## config.mk

```make
export PLATFORM = sky130hd
export DESIGN_NAME = key_click_decoder
export DESIGN_NICKNAME = d
export VERILOG_FILES = /design/src/rtl/key_click_decoder.sv
export SDC_FILE = /design/constraint.sdc
export NUM_CORES = 1
export LEC_CHECK = 0
export CAP_MARGIN = 5
export CORE_MARGIN = 2
export CORE_UTILIZATION = 40
export DETAILED_ROUTE_END_ITERATION = 10
export PLACE_DENSITY_LB_ADDON = 0.1
export SYNTH_ARGS = -nofsm -noshare
export SYNTH_HDL_FRONTEND = slang
export SYNTH_SLANG_ARGS = --single-unit
```

## constraint.sdc

```tcl
create_clock -name clk -period 1.8 [get_ports clk]
set_input_delay 0.36 -clock clk [delete_from_list [all_inputs] [get_ports clk]]
set_output_delay 0.36 -clock clk [all_outputs]
set_load 0.02 [all_outputs]
```

## src/rtl/key_click_decoder.sv

```systemverilog
// key_click_decoder
//   Classifies bursts of key presses into single, double or triple clicks.
//   Each press restarts a WIN_CNT-cycle window. The window expiring after
//   one or two presses reports single/double. A third press inside the
//   window reports triple at once.
//
// Ports
//   clk           system clock, rising edge
//   rst           synchronous reset, active-high
//   key_pulse     one-cycle press pulse from the debouncer
//   single_click  one-cycle pulse, window closed after one press
//   double_click  one-cycle pulse, window closed after two presses
//   triple_click  one-cycle pulse, third press inside the window
//   busy          high while a click sequence is open
//
// state | meaning
// ------+------------------------------------------------
// IDLE  | no sequence open, waiting for the first press
// ONE   | one press seen, window running
// TWO   | two presses seen, window running
module key_click_decoder #(
  parameter logic [23:0] WIN_CNT = 24'd15_000_000
) (
  input  logic clk,
  input  logic rst,
  input  logic key_pulse,
  output logic single_click,
  output logic double_click,
  output logic triple_click,
  output logic busy
);

  typedef enum logic [1:0] {
    IDLE = 2'd0,
    ONE  = 2'd1,
    TWO  = 2'd2
  } state_t;

  localparam logic [23:0] CNT_LAST = WIN_CNT - 24'd1;

  state_t      state;
  logic [23:0] cnt;

  // busy is assigned alongside every state change so that it always equals
  // (state != IDLE) without a combinational decode on the output.
  always_ff @(posedge clk) begin
    if (rst) begin
      state        <= IDLE;
      cnt          <= 24'd0;
      single_click <= 1'b0;
      double_click <= 1'b0;
      triple_click <= 1'b0;
      busy         <= 1'b0;
    end else begin
      single_click <= 1'b0;
      double_click <= 1'b0;
      triple_click <= 1'b0;
      case (state)
        IDLE: begin
          cnt <= 24'd0;
          if (key_pulse) begin
            state <= ONE;
            busy  <= 1'b1;
          end
        end
        ONE: begin
          // A press on the last window cycle wins over the timeout.
          if (key_pulse) begin
            state <= TWO;
            cnt   <= 24'd0;
          end else if (cnt == CNT_LAST) begin
            state        <= IDLE;
            cnt          <= 24'd0;
            single_click <= 1'b1;
            busy         <= 1'b0;
          end else begin
            cnt <= cnt + 24'd1;
          end
        end
        TWO: begin
          if (key_pulse) begin
            state        <= IDLE;
            cnt          <= 24'd0;
            triple_click <= 1'b1;
            busy         <= 1'b0;
          end else if (cnt == CNT_LAST) begin
            state        <= IDLE;
            cnt          <= 24'd0;
            double_click <= 1'b1;
            busy         <= 1'b0;
          end else begin
            cnt <= cnt + 24'd1;
          end
        end
        default: begin
          state <= IDLE;
          cnt   <= 24'd0;
          busy  <= 1'b0;
        end
      endcase
    end
  end

endmodule

```

* Yosys cells after proc, flatten, opt, wreduce, memory -nomap -nowiden
Index checks and enable logic that the tools add are counted.
** Storage, ports and cells
- Flip-flop bits (word level) :: 30
- Input port bits :: 3
- Output and inout bits :: 4
- Word-level logic and storage cells :: 34
** Operators by class
- $add $sub $neg :: 1
- Equal/unequal tests :: 5
- Mux-type cells :: 13
- Bitwise operators :: 3
- Reduce and logical (&&, ||, !) cells :: 6
** Operators by type and width (number)
- adder 24 x 1 -> 24 bit, second input constant :: 1
- == test 24 bit, second input constant :: 1
- 2-to-1 mux 2 bit :: 4
- 2-to-1 mux 1 bit :: 7
- one-hot mux 2 bit (3 select lines) :: 1
- OR reduction 2 bit :: 3
- != test 2 bit, second input constant :: 2
- OR reduction 4 bit :: 1
- inverter 1 bit :: 3
- one-hot mux 1 bit (3 select lines) :: 1
- == test 2 x 1 -> 1 bit, second input constant :: 1
- == test 2 bit, second input constant :: 1
- logical NOT 2 bit :: 1
- AND reduction 2 bit :: 1

* Longest topological paths before layout
- Depth after elaboration :: 4
- Mapped depth :: 7
- Depth with buffers taken out :: 6

* Least setup slack after synthesis
Ideal clock, no wire load.
- Kind :: flip-flop to flip-flop
- Start point :: register cnt[0]
- End point :: register cnt[22]
- Setup time :: 0.070 ns
- Arrival time :: 1.552 ns
- Required time :: 1.730 ns
- Slack :: 0.178 ns
- Stages on the path, launching flop included :: 7
- Path through :: dfxtp_1 ha_1 nand3_1 nor2_1 nand4_1 or3_1 a21oi_1
** Between the ends
- Word-level cells in the longest chain between the ends :: 2
- Elaborated cells between the ends (all ways) :: 3
- Those cells by class :: 1 x add/sub; 1 x eq/ne; 1 x reduce/logical
** Ends and longest elaborated chain
- start, declared :: RTL line 42 : logic [23:0] cnt;
- start signal, assigned :: RTL line 77 : cnt <= cnt + 24'd1;
- start signal, assigned :: RTL line 92 : cnt <= cnt + 24'd1;
- branches (longest 2 deep; another with adder 24 x 1 -> 24 bit)
Parallel ways; which one is timed is not known.
A chain may end at the register's enable or synchronous reset.

* Worst setup path in the final report
- Start point :: register cnt[12]
- End point :: register cnt[9]
** Between the ends
- Word-level cells in the longest chain between the ends :: 2
** Ends and longest elaborated chain (RTL line)
- == test 24 bit :: 71, 86
- OR reduction 4 bit (no line)
Every way passes these cells.

==> flow_summary.toml <==
[clock_tree]
htree_num_levels = 2
cts_buffer_depth = 2
path_clk_slew_ns = 0.09
cts_hold_buf = 0
root_buffer = "clkbuf_4"
cts_buffers = 5
cts_tree = "yes"
cts_sinks = 30
cts.repair.resized = 0
clk_latency_ns = 0.32
postCtsSetupBuffers = 0

[timing]
finClkSkew_ns = 0.00326
hold_ws_ns = 0.513
layout_min_cycle_time_ns = 1.71
setup_viol = 0
worst_slew_pin_slew_ns = 0.457
max_freq_mhz = 584
slew_violations = 0
period_share_pct = 95.2
rsz0062_at_grt = "false"
fin_ws_ns = 0.0866
finalHoldViolations = 0
slew_headroom_pct = 69.3
finalSetupTns_ns = 0

[logic_synthesis]
syn_inst = 154
netlist_area_mm2 = 0.00137
synth_top_family_by_area = "simple AND/OR/NAND/NOR gates"
syn_area_per_cell_um2 = 8.88
synth_xor_area_share_pct = 13.4
synth_fa_ha_area_share_pct = 4.57
synth_compound_area_share_pct = 4.67
synth_nets = 162
synth_warnings = 0
synth-seq-area-share_pct = 43.9
yosys-mux-area-fraction_pct = 0
yosys.area_share.simple_pct = 30.4
synth_cell_types = 31
synth-seq-cells = 30

[global_routing]
grt_pass1_wl_um = 4530
grt_pass1_vias = 1030
grt_usage_pct = 14.5
grt_max_degree = 25
antenna_found_initial = 0
overflow = 0

[job]
cap_violations = 0

[worst_setup_path]
crit_required_ns = 2.02
r2r_end = "cnt[9]"
crit_arrival_ns = 1.94
rrSetupSlack_ns = 0.09
setup.worst_path.start_class = "flop"
path_max_fanout = 12
worstRegToRegCells = 6
crit_end = "cnt[9]"
critPathKind = "reg -> reg"
r2r_start = "cnt[12]"
crit_start = "cnt[12]"
end_kind = "flop"

[drt]
wl_um = 2650
ant_nets = 0
drt-vias-per-instance = 5.00
num_vias = 1085
drtIter0Drc = 46
drc = 0
drtPass1Iterations = 6
avgRoutedWirePerCell_um = 12.2

[die]
num_rows = 21
start_util_pct = 41.3
fp.dieH_um = 62.5
core_area_mm2 = 0.00331
die_w_um = 62.5
io_pins = 7
dieArea_mm2 = 0.00390

[power]
internal_power_w = 0.000860
seq_power_share_pct = 59.8
worst_ir_drop_vdd_mv = 0.365
p_sw_share_pct = 24.1
p_sw_w = 0.000274
power_density_mw_per_mm2 = 697
clock_power_share_pct = 32.0
power_frac_comb_pct = 8.1
leakagePower_nw = 0.580

[min_path]
hold_class = "reg -> reg"

[outcome]
status = "finished, final reports clean"

[placed_design]
hpwlAfterDp_um = 1820
io_buffers = 6
place_ws_ns = 0.0820
gp_congestion = 0.726

[cells_and_area]
drive_gt1_share_pct = 12.3
final_nets = 179
n_antenna_cell = 0
area_growth_pct = 18.9
fillerInstances = 321
critical path, cell delays in order (launching register included):
cell	delay, ns
dfxtp_2	0.35
or4b_4	0.55
nor4_4	0.19
nand4_4	0.16
nand3_4	0.15
clkbuf_16	0.17
nor2_1	0.05
kinds of logic (layout without fill, tap and decap cells):
family,Yosys count,count (layout)
buffers and inverters,7,24
adder cells (fa/ha/maj),5,5
flip-flops,30,30
AO/OA/AOI/OAI,10,10
XOR/XNOR,21,21
AND/OR/NAND/NOR,81,81
worst min path at each step:
stage,startpoint,slack [ns],to,cells after the start
floorplan,cnt[0],0.43,cnt[0],1
global placement,cnt[15],0.49,cnt[15],2
detailed placement,cnt[22],0.50,cnt[22],2
CTS,cnt[22],0.52,cnt[22],2
global route,cnt[22],0.56,cnt[22],2
finish,cnt[22],0.51,cnt[22],2
layout make-up:
type / instances / area [um2] / area share, %
Multi-Input combinational cell: 117 / 762 / 46.8
Tap cell: 46 / 57.6 / 3.54
Sequential cell: 30 / 604 / 37.2
Timing Repair Buffer: 13 / 143 / 8.77
Clock buffer: 7 / 45.0 / 2.77
Inverter: 4 / 15.0 / 0.923
per-layer routing:
metal / wire [um] / global-route usage (%) / up-vias
met3: 79 / 5.59 / 4
met5: 0 / 0 / -
met1: 1230 / 16.4 / 508
li1: - / - / 563
met4: 33 / 5.28 / 0
met2: 1310 / 24.6 / 10
sequential cells by signal, indices dropped and copies added, names as in the netlist:
signal and count:
busy 1, state 2, cnt 24, single_click 1, triple_click 1, double_click 1
metrics by stage:
step / instances / utilization (%) / cell area (um2) / total power [W]
after floorplan: 154 / - / 1370 / 0.000749
after global placement: 209 / 45.8 / 1520 / 0.000774
after detailed placement: 209 / 45.8 / 1520 / 0.000777
after CTS: 216 / 47.2 / 1560 / 0.00114
after global routing: 217 / 49.1 / 1630 / 0.00119
final: 217 / 49.1 / 1630 / 0.00113
synth_stat cells, drive strengths merged:
| library cell | number | share of area (%) |
|---|---|---|
| nor4 | 3 | 1.8 |
| a21oi | 4 | 1.5 |
| and3 | 4 | 1.8 |
| a311oi | 1 | 0.64 |
| nand3 | 8 | 3.3 |
| clkbuf | 1 | 0.27 |
| nand4 | 6 | 3.2 |
| nor3 | 3 | 1.1 |
| ha | 5 | 4.6 |
| nor2b | 1 | 0.46 |
| a211oi | 1 | 0.55 |
| buf | 2 | 1.6 |
| o2111ai | 1 | 0.64 |
| a31oi | 1 | 0.46 |
| nand2 | 13 | 3.6 |
| or4b | 1 | 0.73 |
| nand2b | 1 | 0.46 |
| nor3b | 1 | 0.55 |
| xor2 | 12 | 7.7 |
| or3 | 1 | 0.46 |
| and4 | 5 | 3.2 |
| nor2 | 32 | 8.8 |
| dfxtp | 30 | 44 |
| o21ai | 1 | 0.37 |
| xnor2 | 9 | 5.8 |
| and2 | 2 | 0.91 |
| o211ai | 1 | 0.55 |
| inv | 4 | 1.1 |
cell usage in the layout (no fill, tap or decap), types with 2 or more instances in the layout:
cell,netlist,routed
a21oi_1,4,4
and2_1,2,2
and3_1,4,4
and4_1,5,5
buf_4,0,5
clkbuf_1,1,2
clkbuf_4,0,5
clkdlybuf4s50_1,0,6
dfxtp_1,30,27
dfxtp_2,0,3
ha_1,5,4
inv_1,4,4
nand2_1,13,13
nand3_1,7,6
nand4_1,5,5
nor2_1,32,32
nor3_1,3,3
nor4_1,2,2
xnor2_1,9,9
xor2_1,12,12
power by group through the flow:
stage	Clock, W	Sequential, W	Combinational [W]
detailed placement	0	0.000694	0.0000825
CTS	0.000378	0.000678	0.0000836
finish	0.000363	0.000678	0.0000920
global placement	0	0.000694	0.0000807
floorplan	0	0.000697	0.0000519
global route	0.000409	0.000680	0.000103
Note: power is estimated with default switching activity, not from simulation.
